### src/rtl/skolem_inv_sweep_ctrl_if.sv
// Bus between the sweep controller and its surroundings: the harness/CSR
// control and status signals, plus the operand/result lines to the Skolem
// datapath. The controller uses the slave view; the harness uses the master view.
interface skolem_inv_sweep_ctrl_if #(
  parameter int W  = 4,
  parameter int CW = 2*W+1
);
  logic          start_i;
  logic          abort_i;
  logic [W-1:0]  sk_s_o;
  logic [W-1:0]  sk_t_o;
  logic [W-1:0]  sk_x_i;
  logic          busy_o;
  logic          done_o;
  logic [CW-1:0] ic_cnt_o;
  logic [CW-1:0] pass_cnt_o;
  logic [CW-1:0] fail_cnt_o;
  logic          fail_vld_o;
  logic [3*W-1:0] fail_vec_o;

  modport slave (
    input  start_i, abort_i, sk_x_i,
    output sk_s_o, sk_t_o, busy_o, done_o,
           ic_cnt_o, pass_cnt_o, fail_cnt_o, fail_vld_o, fail_vec_o
  );

  modport master (
    output start_i, abort_i, sk_x_i,
    input  sk_s_o, sk_t_o, busy_o, done_o,
           ic_cnt_o, pass_cnt_o, fail_cnt_o, fail_vld_o, fail_vec_o
  );
endinterface

### src/rtl/skolem_inv_sweep_ctrl.sv
// Exhaustive sweep controller for a Skolem block solving (x >>u s) <s t.
// Every {s,t} pair is applied, x is sampled after SK_LAT cycles, and whenever
// the invertibility condition holds the result is checked and counted.
// Optional feature: define SKOLEM_STOP_ON_FAIL_EN to end the sweep at the
// first recorded failure.
module skolem_inv_sweep_ctrl #(
  parameter int W      = 4,
  parameter int SK_LAT = 0,
  parameter int CW     = 2*W+1
) (
  input logic                    clk,
  input logic                    rst_n,
  skolem_inv_sweep_ctrl_if.slave bus
);
  localparam int IW = 2*W;
  localparam int LW = (SK_LAT > 1) ? $clog2(SK_LAT + 1) : 1;
  localparam logic [LW-1:0] LAT_INIT = (SK_LAT > 0) ? LW'(SK_LAT - 1) : {LW{1'b0}};

  typedef enum logic [2:0] {
    ST_IDLE  = 3'd0,
    ST_APPLY = 3'd1,
    ST_WAIT  = 3'd2,
    ST_CHECK = 3'd3,
    ST_DONE  = 3'd4
  } state_t;

  state_t         state_r, state_nxt;
  logic [IW-1:0]  idx_r;
  logic [LW-1:0]  lat_cnt_r;
  logic [W-1:0]   sk_s_r, sk_t_r;
  logic [CW-1:0]  ic_cnt_r, pass_cnt_r, fail_cnt_r;
  logic           fail_vld_r;
  logic [3*W-1:0] fail_vec_r;
  logic           busy_r, done_r;

  logic start_go_s, chk_s, ic_s, ok_s, fail_s, last_s, stop_s;

  // Invertibility condition: s==0 needs t != INT_MIN, otherwise t must be positive.
  function automatic logic ic_fn(input logic [W-1:0] s, input logic [W-1:0] t);
    logic [W-1:0] min_neg;
    min_neg = {1'b1, {(W-1){1'b0}}};
    if (s == {W{1'b0}}) begin
      ic_fn = (t != min_neg);
    end else begin
      ic_fn = ($signed(t) > $signed({W{1'b0}}));
    end
  endfunction

  // Result check: logical shift (amounts >= W give 0), then signed compare.
  function automatic logic check_fn(input logic [W-1:0] s, input logic [W-1:0] t,
                                    input logic [W-1:0] x);
    logic [W-1:0] sh;
    sh = x >> s;
    check_fn = ($signed(sh) < $signed(t));
  endfunction

  // Counters stick at all-ones instead of wrapping.
  function automatic logic [CW-1:0] sat_inc(input logic [CW-1:0] v);
    sat_inc = (v == {CW{1'b1}}) ? v : v + {{(CW-1){1'b0}}, 1'b1};
  endfunction

  assign start_go_s = (state_r == ST_IDLE) && bus.start_i && !bus.abort_i;
  assign chk_s      = (state_r == ST_CHECK) && !bus.abort_i;
  assign ic_s       = ic_fn(sk_s_r, sk_t_r);
  assign ok_s       = check_fn(sk_s_r, sk_t_r, bus.sk_x_i);
  assign fail_s     = ic_s && !ok_s;
  assign last_s     = (idx_r == {IW{1'b1}});
`ifdef SKOLEM_STOP_ON_FAIL_EN
  assign stop_s     = fail_s;
`else
  assign stop_s     = 1'b0;
`endif

  // Next-state logic; abort wins over everything outside IDLE.
  always_comb begin
    state_nxt = state_r;
    case (state_r)
      ST_IDLE: begin
        if (start_go_s) state_nxt = ST_APPLY;
        else            state_nxt = ST_IDLE;
      end
      ST_APPLY: begin
        if (bus.abort_i)      state_nxt = ST_IDLE;
        else if (SK_LAT == 0) state_nxt = ST_CHECK;
        else                  state_nxt = ST_WAIT;
      end
      ST_WAIT: begin
        if (bus.abort_i)                   state_nxt = ST_IDLE;
        else if (lat_cnt_r == {LW{1'b0}})  state_nxt = ST_CHECK;
        else                               state_nxt = ST_WAIT;
      end
      ST_CHECK: begin
        if (bus.abort_i)          state_nxt = ST_IDLE;
        else if (stop_s || last_s) state_nxt = ST_DONE;
        else                      state_nxt = ST_APPLY;
      end
      ST_DONE: begin
        state_nxt = ST_IDLE;
      end
      default: begin
        state_nxt = ST_IDLE;
      end
    endcase
  end

  // FSM state register.
  always_ff @(posedge clk or negedge rst_n) begin
    if (!rst_n) state_r <= ST_IDLE;
    else        state_r <= state_nxt;
  end

  // Sweep index, latency counter, operand registers and status flags.
  always_ff @(posedge clk or negedge rst_n) begin
    if (!rst_n) begin
      idx_r     <= {IW{1'b0}};
      lat_cnt_r <= {LW{1'b0}};
      sk_s_r    <= {W{1'b0}};
      sk_t_r    <= {W{1'b0}};
      busy_r    <= 1'b0;
      done_r    <= 1'b0;
    end else begin
      busy_r <= (state_nxt == ST_APPLY) || (state_nxt == ST_WAIT) || (state_nxt == ST_CHECK);
      done_r <= (state_nxt == ST_DONE);
      if (start_go_s) begin
        idx_r <= {IW{1'b0}};
      end else if (chk_s && !last_s && !stop_s) begin
        idx_r <= idx_r + {{(IW-1){1'b0}}, 1'b1};
      end
      if (state_r == ST_APPLY) begin
        sk_s_r    <= idx_r[IW-1:W];
        sk_t_r    <= idx_r[W-1:0];
        lat_cnt_r <= LAT_INIT;
      end else if ((state_r == ST_WAIT) && (lat_cnt_r != {LW{1'b0}})) begin
        lat_cnt_r <= lat_cnt_r - {{(LW-1){1'b0}}, 1'b1};
      end
    end
  end

  // Result counters and first-failure capture; cleared when a sweep starts.
  always_ff @(posedge clk or negedge rst_n) begin
    if (!rst_n) begin
      ic_cnt_r   <= {CW{1'b0}};
      pass_cnt_r <= {CW{1'b0}};
      fail_cnt_r <= {CW{1'b0}};
      fail_vld_r <= 1'b0;
      fail_vec_r <= {(3*W){1'b0}};
    end else if (start_go_s) begin
      ic_cnt_r   <= {CW{1'b0}};
      pass_cnt_r <= {CW{1'b0}};
      fail_cnt_r <= {CW{1'b0}};
      fail_vld_r <= 1'b0;
      fail_vec_r <= {(3*W){1'b0}};
    end else if (chk_s && ic_s) begin
      ic_cnt_r <= sat_inc(ic_cnt_r);
      if (ok_s) begin
        pass_cnt_r <= sat_inc(pass_cnt_r);
      end else begin
        fail_cnt_r <= sat_inc(fail_cnt_r);
        if (!fail_vld_r) begin
          fail_vld_r <= 1'b1;
          fail_vec_r <= {sk_s_r, sk_t_r, bus.sk_x_i};
        end
      end
    end
  end

  assign bus.sk_s_o     = sk_s_r;
  assign bus.sk_t_o     = sk_t_r;
  assign bus.busy_o     = busy_r;
  assign bus.done_o     = done_r;
  assign bus.ic_cnt_o   = ic_cnt_r;
  assign bus.pass_cnt_o = pass_cnt_r;
  assign bus.fail_cnt_o = fail_cnt_r;
  assign bus.fail_vld_o = fail_vld_r;
  assign bus.fail_vec_o = fail_vec_r;
endmodule
### src/flat_wrapper.sv
// flat-port wrapper written by rule: the top's interface ports become plain ports
module skolem_inv_sweep_ctrl_flat 
#(
  parameter int W      = 4,
  parameter int SK_LAT = 0,
  parameter int CW     = 2*W+1
)
  (clk, rst_n, bus_start_i, bus_abort_i, bus_sk_x_i, bus_sk_s_o, bus_sk_t_o, bus_busy_o, bus_done_o, bus_ic_cnt_o, bus_pass_cnt_o, bus_fail_cnt_o, bus_fail_vld_o, bus_fail_vec_o);
  skolem_inv_sweep_ctrl_if #(.W(W), .CW(CW)) bus_i ();
  input logic clk;
  input logic rst_n;
  input wire logic [$bits(bus_i.start_i)-1:0] bus_start_i;
  input wire logic [$bits(bus_i.abort_i)-1:0] bus_abort_i;
  input wire logic [$bits(bus_i.sk_x_i)-1:0] bus_sk_x_i;
  output wire logic [$bits(bus_i.sk_s_o)-1:0] bus_sk_s_o;
  output wire logic [$bits(bus_i.sk_t_o)-1:0] bus_sk_t_o;
  output wire logic [$bits(bus_i.busy_o)-1:0] bus_busy_o;
  output wire logic [$bits(bus_i.done_o)-1:0] bus_done_o;
  output wire logic [$bits(bus_i.ic_cnt_o)-1:0] bus_ic_cnt_o;
  output wire logic [$bits(bus_i.pass_cnt_o)-1:0] bus_pass_cnt_o;
  output wire logic [$bits(bus_i.fail_cnt_o)-1:0] bus_fail_cnt_o;
  output wire logic [$bits(bus_i.fail_vld_o)-1:0] bus_fail_vld_o;
  output wire logic [$bits(bus_i.fail_vec_o)-1:0] bus_fail_vec_o;
  assign bus_i.start_i = bus_start_i;
  assign bus_i.abort_i = bus_abort_i;
  assign bus_i.sk_x_i = bus_sk_x_i;
  assign bus_sk_s_o = bus_i.sk_s_o;
  assign bus_sk_t_o = bus_i.sk_t_o;
  assign bus_busy_o = bus_i.busy_o;
  assign bus_done_o = bus_i.done_o;
  assign bus_ic_cnt_o = bus_i.ic_cnt_o;
  assign bus_pass_cnt_o = bus_i.pass_cnt_o;
  assign bus_fail_cnt_o = bus_i.fail_cnt_o;
  assign bus_fail_vld_o = bus_i.fail_vld_o;
  assign bus_fail_vec_o = bus_i.fail_vec_o;
  skolem_inv_sweep_ctrl #(.W(W), .SK_LAT(SK_LAT), .CW(CW)) u_core (.clk(clk), .rst_n(rst_n), .bus(bus_i));
endmodule
### config.mk
export PLATFORM = sky130hd
export DESIGN_NAME = skolem_inv_sweep_ctrl_flat
export DESIGN_NICKNAME = d
export VERILOG_FILES = /design/src/rtl/skolem_inv_sweep_ctrl_if.sv /design/src/rtl/skolem_inv_sweep_ctrl.sv /design/src/flat_wrapper.sv
export SDC_FILE = /design/constraint.sdc
export NUM_CORES = 1
export LEC_CHECK = 0
export CAP_MARGIN = 25
export CORE_MARGIN = 5
export CORE_UTILIZATION = 35
export CTS_CLUSTER_DIAMETER = 40
export DETAILED_ROUTE_END_ITERATION = 8
export HOLD_SLACK_MARGIN = 0.1
export PLACE_DENSITY = 0.56
export SKIP_CTS_REPAIR_TIMING = 1
export SLEW_MARGIN = 10
export SYNTH_ARGS = -nofsm -noshare
export SYNTH_HDL_FRONTEND = slang
export SYNTH_SLANG_ARGS = --single-unit
### constraint.sdc
create_clock -name clk -period 6.65 [get_ports clk]
set_clock_uncertainty 0.1 [all_clocks]
set_input_delay 0.9975 -clock clk [delete_from_list [all_inputs] [get_ports clk]]
set_output_delay 0.9975 -clock clk [all_outputs]
set_load 0.005 [all_outputs]
# After elaboration in Yosys (flattened, before gate mapping)
# Index checks and enable logic that the tools add are counted.
# totals
output_inout_bits	50
memories	0
in_bits	8
latch_bits	0
reg_bits	62
ram_bits	0
rom_bits	0
wordCells	88
# op_classes
n_reduce_logical	21
div_mod_pow	0
n_mul	0
bitwise	0
magnitude_cmp	2
addsub	5
n_eq_ne	17
n_mux	30
shift	1
# op_table
op	count
9-bit 2-to-1 mux	11
12-bit 2-to-1 mux	4
9-bit by 1-bit adder with 9-bit output, second input constant	3
9-bit equality test, second input constant	3
8-bit 2-to-1 mux	2
3-bit by 2-bit equality test with 1-bit output, second input constant	4
3-bit one-hot mux with 4 select lines	1
3-bit 2-to-1 mux	3
3-bit AND reduction	3
8-bit by 1-bit adder with 8-bit output, second input constant	1
8-bit equality test, second input constant	1
1-bit 2-to-1 mux	8
2-bit by 1-bit inequality test with 1-bit output, second input constant	4
2-bit nonzero test	4
3-bit by 1-bit equality test with 1-bit output, second input constant	2
1-bit logical AND	6
4-bit by 1-bit greater-than comparator with 1-bit output, second input constant	1
4-bit zero test	1
4-bit < comparator	1
4-bit inequality test, second input constant	1
2-bit AND reduction	2
4-bit by 4-bit right shift with 4-bit output	1
3-bit equality test, second input constant	1
3-bit zero test	1
5 further kinds	7

# Logic depth before layout (Yosys ltp)
# Gate-level depths: netlist of the first run.
# depth
depth_word	8
depth_mapped	12
depth_no_buf	9

# Worst setup path after synthesis of the first run
# OpenSTA, ideal clock, no wires.
# synth_timing
path_kind	input -> register
from	input bus_sk_x_i[3]
to	register u_core.fail_cnt_r[3], in the netlist u_core.bus.fail_cnt_o[3]
path_buffers	1
path_slack_ns	3.456
stages	10
arrival_ns	3.016
setup_time_ns	0.078
required_time_ns	6.472
cell_sequence	mux2_2 -> nand2_1 -> nor2_1 -> ha_1 -> o21ai_0 -> a22o_1 -> a2111o_1 -> buf_6 -> or4_1 -> a21oi_1
# synth_between
elab_chain_len	4
# synth_lines
element	line_no	text
start: declaration	flat_wrapper.sv:14	input wire logic [$bits(bus_i.sk_x_i)-1:0] bus_sk_x_i;
4-bit by 4-bit right shift with 4-bit output	skolem_inv_sweep_ctrl.sv:53	sh = x >> s;
4-bit < comparator	skolem_inv_sweep_ctrl.sv:54	check_fn = ($signed(sh) < $signed(t));
2-bit by 1-bit inequality test with 1-bit output (no line)	--	
3-bit AND reduction (no line)	--	
end signal: assignment	skolem_inv_sweep_ctrl.sv:144	fail_cnt_r <= {CW{1'b0}};
end signal: assignment	skolem_inv_sweep_ctrl.sv:150	fail_cnt_r <= {CW{1'b0}};
end signal: assignment	skolem_inv_sweep_ctrl.sv:158	fail_cnt_r <= sat_inc(fail_cnt_r);
end: declaration	skolem_inv_sweep_ctrl.sv:31	logic [CW-1:0] ic_cnt_r, pass_cnt_r, fail_cnt_r;
# Every way passes these cells.
# A chain may end at the register's enable or synchronous reset.

# Final worst setup path of the first run
# layout_timing
from	input bus_sk_x_i[3]
to	register u_core.fail_vec_r[3], in the netlist u_core.bus.fail_vec_o[3]
# layout_between
elab_chain_len	4
elab_cells_between_ends	8
classes_between	1 x order compare; 1 x eq/ne; 1 x shift; 4 x mux; 1 x reduce/logical
# layout_lines
element	line_no	text
4-bit by 4-bit right shift with 4-bit output or 12-bit 2-to-1 mux (tied branches)	skolem_inv_sweep_ctrl.sv:53, skolem_inv_sweep_ctrl.sv:159	
4-bit < comparator or 12-bit 2-to-1 mux (tied branches)	skolem_inv_sweep_ctrl.sv:54, skolem_inv_sweep_ctrl.sv:155	
2-bit by 1-bit inequality test with 1-bit output (no line) or 12-bit 2-to-1 mux (tied branches)	--	
3-bit AND reduction (no line) or 12-bit 2-to-1 mux (tied branches)	--	
end signal: assignment	skolem_inv_sweep_ctrl.sv:146	fail_vec_r <= {(3*W){1'b0}};
end signal: assignment	skolem_inv_sweep_ctrl.sv:152	fail_vec_r <= {(3*W){1'b0}};
end signal: assignment	skolem_inv_sweep_ctrl.sv:161	fail_vec_r <= {sk_s_r, sk_t_r, bus.sk_x_i};
end: declaration	skolem_inv_sweep_ctrl.sv:33	logic [3*W-1:0] fail_vec_r;
# Several ways; a longest one is shown, not always the timed one. The select of a mux whose other input is x is not followed.

==> key figures, run 1 <==
Final layout
  • Layout cell share with drive strength beyond 1: 0.0792
  • Finished Cell Area: around 4000 um^2
  • # fillers: between 800 and 900
  • Antenna Cells: 0
  • Fin cells: 487
  • Core Util, Final: 0.458
  • Final net count: around 390
  • P&R area growth vs syn: 27.3%

Die
  • Initial Utilization: 0.359
  • Row count: 34
  • Die Width: around 100 um
  • Core Area: roughly 8800 um^2
  • Die span in y: approximately 100 um
  • I/O pin count: 58
  • Die area: 11000 um^2

Clock tree
  • Worst-Skew Late Latency: 0.34 ns
  • CTS Sinks: 62
  • CTS HTree Levels: 3
  • Num CTS Buffers: 9
  • Root Buffer: clkbuf_8
  • Worst-path clk slew: around 0.07 ns
  • Clock Tree Buf Depth: 2
  • CTS tree: done

STA
  • Max frequency: between 200 and 300 MHz
  • Setup WS post-layout: roughly 2.8 ns
  • Final Slew Violations: 0
  • Worst slew margin: 0.407
  • Tmin final: approximately 3.8 ns
  • TNS Setup: 0 ns
  • Final setup vio count: 0
  • Hold WS: between 0.3 and 0.4 ns
  • RSZ-0062 raised after global routing: false
  • Final hold violations: 0
  • Final period util: 0.576
  • Worst-margin pin slew: approximately 0.88 ns

Route
  • TritonRoute pass-1 iters: 4
  • Drc violations: 0
  • Vias per cell: around 5.2
  • Drt wl/cell: ~16 um
  • Total wire length: between 7000 and 8000 um
  • DR vias: ~2500
  • Drt first-iter violations: 80
  • Post-route ant nets: 0

Synthesis
  • Mapped Nets: approximately 340
  • Number of synthesized flops with an enable pin: 0
  • #FFs+latches synth: 62
  • Mux cell area share after synthesis: 0.0596
  • Largest family of logic cells by synthesized area: simple AND/OR/NAND/NOR gates
  • Leading area contributor after synthesis: dfrtp_1
  • Yosys warnings: 0
  • Synth Area in Adders: 0.0465
  • Mapped cell area: approximately 3100 um^2
  • Count of cell types in the netlist: 43
  • Synth area leaders: dfrtp_1, ha_1, nand2_1
  • Post-synthesis xor/xnor area fraction: 0.0278
  • Async SR Flop Fraction: 1.00
  • Top-area cell type share of the netlist area: 0.493
  • Seq/Total Area, Yosys: 0.493
  • Synth Area in Compound Gates: 0.110
  • Simple-Gate Fraction of Synth Area: 0.229
  • Post-synthesis average cell area: roughly 9.9 um^2
  • Dominant synthesized flop cell: dfrtp_1
  • Syn Inst Count: 318

Placed design
  • Post-DP Area: between 3000 and 4000 um^2
  • DP Worst Slack: approximately 2.4 ns
  • Dpl cells: 471
  • RD Place Congestion: roughly 0.75
  • Port Buffers: 57
  • Post-DP HPWL: ~5300 um

Power and ir drop
  • Peak VDD IR: roughly 150 uV
  • Power Density: approximately 250 nW/um^2
  • Leakage power: ~1.7 nW
  • Total Power: a little over 1 mW

Global routing
  • First-pass GRT wire length: around 13000 um
  • GR Util All Layers: 0.142
  • Total gr overflow: 0
  • Largest net degree at the start of global routing: between 60 and 70
  • Vias in the first global route: between 2000 and 3000
  • Initial antenna violation count: 0

Worst hold path
  • Hold depth: 1
  • Min-delay worst type: register to register
  • Hold path endpoint: u_core.lat_cnt_r$_DFFE_PN0P_
  • Hold_sp: u_core.lat_cnt_r$_DFFE_PN0P_

Critical path
  • Reg2Reg Setup Slack: approximately 3.2 ns
  • Reg-to-reg endpoint: u_core.bus.fail_vec_o[3]$_DFFE_PN0P_
  • Largest fanout on the critical path: 12
  • WP data arrival: approximately 4 ns
  • Reg-to-Reg Start: u_core.bus.sk_s_o[0]$_DFFE_PN0N_
  • Data required, critical path: roughly 6.7 ns
  • Setup crit end kind: register
  • Crit path launch type: input pin
  • Crit Path Class: input pin to register
  • Worst r2r path cells: 8

Flow run
  • Max cap viols: 0

Outcome
  • Outcome: finished clean
report_power, final:
group	internal, mW	switching (mW)	total, mW
registers	0.415	0.0485	0.464
clock network	0.193	0.147	0.341
logic	0.109	0.108	0.217
total	0.717	0.304	1.02
how the worst max path moves through the flow:
stage | from | to | slack [ns] | cells past startpoint
after global placement | bus_sk_x_i[3] | u_core.bus.fail_vec_o[2]$_DFFE_PN0P_ | 2.54 | 10
final | bus_sk_x_i[3] | u_core.bus.fail_vec_o[3]$_DFFE_PN0P_ | 2.82 | 10
after CTS | bus_sk_x_i[3] | u_core.bus.fail_vec_o[3]$_DFFE_PN0P_ | 2.80 | 10
after global routing | bus_sk_x_i[1] | u_core.bus.fail_vec_o[10]$_DFFE_PN0P_ | 2.63 | 10
after floorplan | bus_sk_x_i[3] | u_core.bus.fail_cnt_o[3]$_DFFE_PN0P_ | 3.46 | 10
after detailed placement | bus_sk_x_i[3] | u_core.bus.fail_vec_o[3]$_DFFE_PN0P_ | 2.44 | 10
cell type report:
cell class	instances	area, um^2	area share
clock buffer	13	159	0.0396
clock inverter	3	42.5	0.0106
inverter	9	33.8	0.00842
multi-input combinational	232	1500	0.374
sequential	62	1550	0.387
tap	108	135	0.0337
timing repair buffer	60	588	0.147
Yosys cell counts, drive strengths merged (2+ instances only):
master,number
o31ai,8
buf,5
nor3,4
maj3,2
and3,9
nor3b,2
ha,10
xnor2,4
nand2b,4
nand3,14
o21ai,24
nand3b,10
a21oi,17
dfrtp,62
mux2i,12
nand4,6
or4,9
clkbuf,10
nor4,2
xor2,6
nor2,21
or3,10
and2,5
inv,9
nand2,33
mux2,6
critical path: stages:
cell and delay, ns:
clkdlybuf4s50_1 0.46, mux2_2 0.30, nand2_1 0.07, nor2_1 0.04, ha_1 0.27, o21ai_0 0.07
a22o_1 0.25, a2111o_1 0.54, nor2_1 0.67, o21ai_0 0.24
flip-flops by register name, indices dropped and copies added (netlist names):
register	count
u_core.state_r	3
u_core.bus.sk_t_o	4
u_core.bus.fail_vld_o	1
u_core.bus.fail_vec_o	12
u_core.lat_cnt_r	1
u_core.bus.done_o	1
u_core.idx_r	8
u_core.bus.busy_o	1
u_core.bus.pass_cnt_o	9
u_core.bus.fail_cnt_o	9
u_core.bus.ic_cnt_o	9
u_core.bus.sk_s_o	4
cells in the final DEF (no fill, tap or decap), types with 2 or more instances in the layout:
| cell | count |
|---|---|
| inv_1 | 9 |
| xnor2_1 | 4 |
| clkbuf_8 | 11 |
| o21ai_0 | 24 |
| a21oi_1 | 17 |
| nor2_1 | 21 |
| nand2b_1 | 4 |
| clkdlybuf4s50_1 | 56 |
| nand4_1 | 6 |
| xor2_1 | 6 |
| nor4_1 | 2 |
| and2_1 | 4 |
| nand3b_1 | 10 |
| nand3_1 | 14 |
| clkbuf_1 | 2 |
| buf_4 | 3 |
| or4_1 | 9 |
| o31ai_1 | 8 |
| ha_1 | 10 |
| nor3_1 | 4 |
| mux2i_1 | 12 |
| and3_1 | 9 |
| or3_1 | 10 |
| mux2_2 | 6 |
| nand2_1 | 33 |
| dfrtp_1 | 62 |
cell families (layout without fill, tap and decap cells):
group	Yosys count	in the layout
buffers and inverters	24	85
muxes	18	18
DFF	62	62
and+or+nand+nor	134	134
xor gates and xnor gates	10	10
AOI/OAI and AO/OA	58	58
adders and majority gates	12	12
per-layer routing:
layer / wire length (um) / global-route usage / share of wire / vias up
met5: 0 / 0 / 0 / -
met4: 50 / 0.0301 / 0.0066 / 0
met3: 366 / 0.0456 / 0.048 / 5
met2: 3560 / 0.225 / 0.47 / 50
met1: 3630 / 0.191 / 0.48 / 1226
li1: - / - / - / 1253
Power figures use the tool's default switching activity.
==> inputs of run 2 (changes only) <==
clock period = 3.8 ns   (was 6.65 ns; I/O delays follow)
==> key figures, run 2 (same netlist as run 1, synthesis figures left out) <==
Critical path
  • Data required, critical path: 3.97 ns (-2.75 ns)
  • WP buf/inv: 0 (-1)
  • Setup crit end kind: register
  • Worst path cell trace: nor4_1 > and2_1 > ha_1 > nor3b_1 > a22o_1 > a2111o_1 > or4_1 > a21oi_1
  • Reg-to-reg endpoint: u_core.bus.fail_cnt_o[3]$_DFFE_PN0P_
  • Crit path launch type: register
  • Reg2Reg Setup Slack: 0.69 ns (-2.53 ns)
  • CP max-delay cell: a2111o_1
  • WP data arrival: 3.28 ns (-0.62 ns)
  • Largest fanout on the critical path: 11 (-1)
  • Worst r2r path cells: 8 (unchanged)
  • CP peak stage delay: 0.53 ns (-0.14 ns)
  • Crit Path Class: register to register
  • Crit-path leading delay family: simple AND/OR/NAND/NOR gates
  • Reg-to-Reg Start: u_core.bus.sk_s_o[1]$_DFFE_PN0N_
  • Crit path depth: 8 (-2)

Route
  • Drt first-iter violations: 106 (+33%)
  • Post-route ant nets: 0 (unchanged)
  • Total wire length: 7660 um (+0.62%)
  • TritonRoute pass-1 iters: 4 (unchanged)
  • Vias per cell: 5.26 (+1.2%)
  • Drt wl/cell: 15.6 um (-0.20%)
  • DR vias: 2585 (+2.0%)
  • Drc violations: 0 (unchanged)

Global routing
  • First-pass GRT wire length: 13200 um (+2.8%)
  • GR Util All Layers: 0.147 (+0.00484)
  • Initial antenna violation count: 0 (unchanged)
  • Vias in the first global route: 2590 (+1.2%)
  • Largest net degree at the start of global routing: 48 (-24%)
  • Total gr overflow: 0 (unchanged)

Final layout
  • Fin cells: 491 (+0.82%)
  • Most frequent cells in the layout: dfrtp_1, clkdlybuf4s50_1, nand2_1
  • FF/Latch Area: 1550 um^2 (unchanged)
  • P&R area growth vs syn: 28.6%
  • Layout cell share with drive strength beyond 1: 0.0836 (+0.00440)
  • Max FFs per register: 12 (unchanged)
  • # fillers: 861 (+0.23%)
  • Most common cell after layout, fill and taps aside: dfrtp_1
  • Antenna Cells: 0 (unchanged)
  • Final net count: 396 (+1.0%)
  • Multi-input gate area: 1500 um^2 (-0.33%)

Clock tree
  • CTS tree: done
  • CTS HTree Levels: 3 (unchanged)
  • Num CTS Buffers: 9 (unchanged)
  • Worst-Skew Late Latency: 0.35 ns (about the same)
  • Root Buffer: clkbuf_8
  • Worst-path clk slew: 0.07 ns (about the same)
  • Clock Tree Buf Depth: 2 (unchanged)
  • CTS Sinks: 62 (unchanged)

Die
  • Core Area: 8760 um^2 (unchanged)
  • Row count: 34 (unchanged)
  • Die area: 11000 um^2 (unchanged)
  • I/O pin count: 58 (unchanged)
  • Die span in y: 105 um (unchanged)
  • Die Width: 105 um (unchanged)
  • Initial Utilization: 0.359 (unchanged)

Flow run
  • Max cap viols: 0 (unchanged)

STA
  • Hold WS: 0.393 ns (+0.0133 ns)
  • Final Slew Violations: 0 (unchanged)
  • Worst slew margin: 0.387 (-0.0199)
  • Final period util: 0.817
  • RSZ-0062 raised after global routing: false
  • Worst-margin pin slew: 0.919 ns (+0.0415 ns)
  • Max frequency: 322 MHz
  • TNS Setup: 0 ns (unchanged)
  • Tmin final: 3.11 ns
  • Final hold violations: 0 (unchanged)
  • Final setup vio count: 0 (unchanged)

Power and ir drop
  • Leakage power: 1.76 nW (+1.6%)
  • Clock network fraction of design power: 0.353 (+0.020)
  • Register share of total power: 0.437 (-0.017)
  • Switching power: 0.540 mW (+78%)
  • Internal power: 1.31 mW (+83%)
  • Sw Ratio: 0.292 (-0.00593)
  • Comb pwr share: 0.211 (-0.002)
  • Peak VDD IR: 360 uV (+140%)
  • Power Density: 457 nW/um^2 (+79%)
  • Total Power: 1.85 mW (+81%)

Worst hold path
  • Hold depth: 1 (unchanged)
  • Hold_sp: u_core.lat_cnt_r$_DFFE_PN0P_
  • Hold path endpoint: u_core.lat_cnt_r$_DFFE_PN0P_
  • Min-delay worst type: register to register

Placed design
  • Port Buffers: 57 (unchanged)
  • RD Place Congestion: 0.786 (+4.4%)
  • Post-DP HPWL: 5340 um (+1.8%)
  • Dpl cells: 474 (+0.64%)

Outcome
  • Outcome: finished clean
## run 2: cell types whose count changed in the layout (fill, tap and decap cells not counted), sizes merged
cell and change:
clkbuf -1, dlygate4sd3 +1, clkinvlp -1, clkinv +1, buf +3, bufinv +1
## run 2: worst reg2reg max path: cells and delay by family, from the launching register on
| kind | cells | cell delay [ns] |
|---|---|---|
| and+or+nand+nor | 4 | 1.28 |
| AOI/OAI and AO/OA | 3 | 0.93 |
| DFF | 1 | 0.49 |
| adders and majority gates | 1 | 0.23 |
## run 2: cell type report
type,count,area share
Clock buffer,12,0.0358
Clock inverter,4,0.0173
Inverter,9,0.00834
Multi-Input combinational cell,232,0.369
Sequential cell,62,0.383
Tap cell,108,0.0334
Timing Repair Buffer,64,0.153
## run 2: power groups by stage
stage                     Clock [mW]  Combinational [mW]  Sequential (mW)
after floorplan                    0               0.218            0.799
after global placement             0               0.393            0.819
after detailed placement           0               0.395            0.820
after CTS                      0.665               0.398            0.809
after global routing           0.694               0.440            0.818
final                          0.652               0.390            0.808
## run 2: worst max path at each step
stage	from	end	slack, ns
after floorplan	u_core.bus.sk_s_o[1]$_DFFE_PN0N_	u_core.bus.fail_cnt_o[3]$_DFFE_PN0P_	0.96
after global placement	bus_sk_x_i[3]	u_core.bus.fail_cnt_o[7]$_DFFE_PN0P_	0.44
after detailed placement	bus_sk_x_i[3]	u_core.bus.fail_cnt_o[3]$_DFFE_PN0P_	0.38
after CTS	u_core.bus.sk_s_o[0]$_DFFE_PN0N_	u_core.bus.fail_cnt_o[3]$_DFFE_PN0P_	0.68
after global routing	u_core.bus.sk_s_o[0]$_DFFE_PN0N_	u_core.bus.fail_cnt_o[7]$_DFFE_PN0P_	0.46
final	u_core.bus.sk_s_o[1]$_DFFE_PN0N_	u_core.bus.fail_cnt_o[3]$_DFFE_PN0P_	0.69
## run 2: routing by layer
metal,share of wire,wire [um],global-route usage
met3,0.050,385,0.0425
met4,0.015,113,0.0521
met2,0.46,3500,0.223
met1,0.48,3660,0.200
met5,0,0,0
## run 2: per-stage QoR
stage                util  worst slack [ns]  area (um^2)
finish              0.462             0.695         4050
global placement    0.437             0.443         3830
detailed placement  0.437             0.383         3830
CTS                 0.461             0.682         4040
floorplan               -             0.957         3150
global route        0.462             0.458         4050
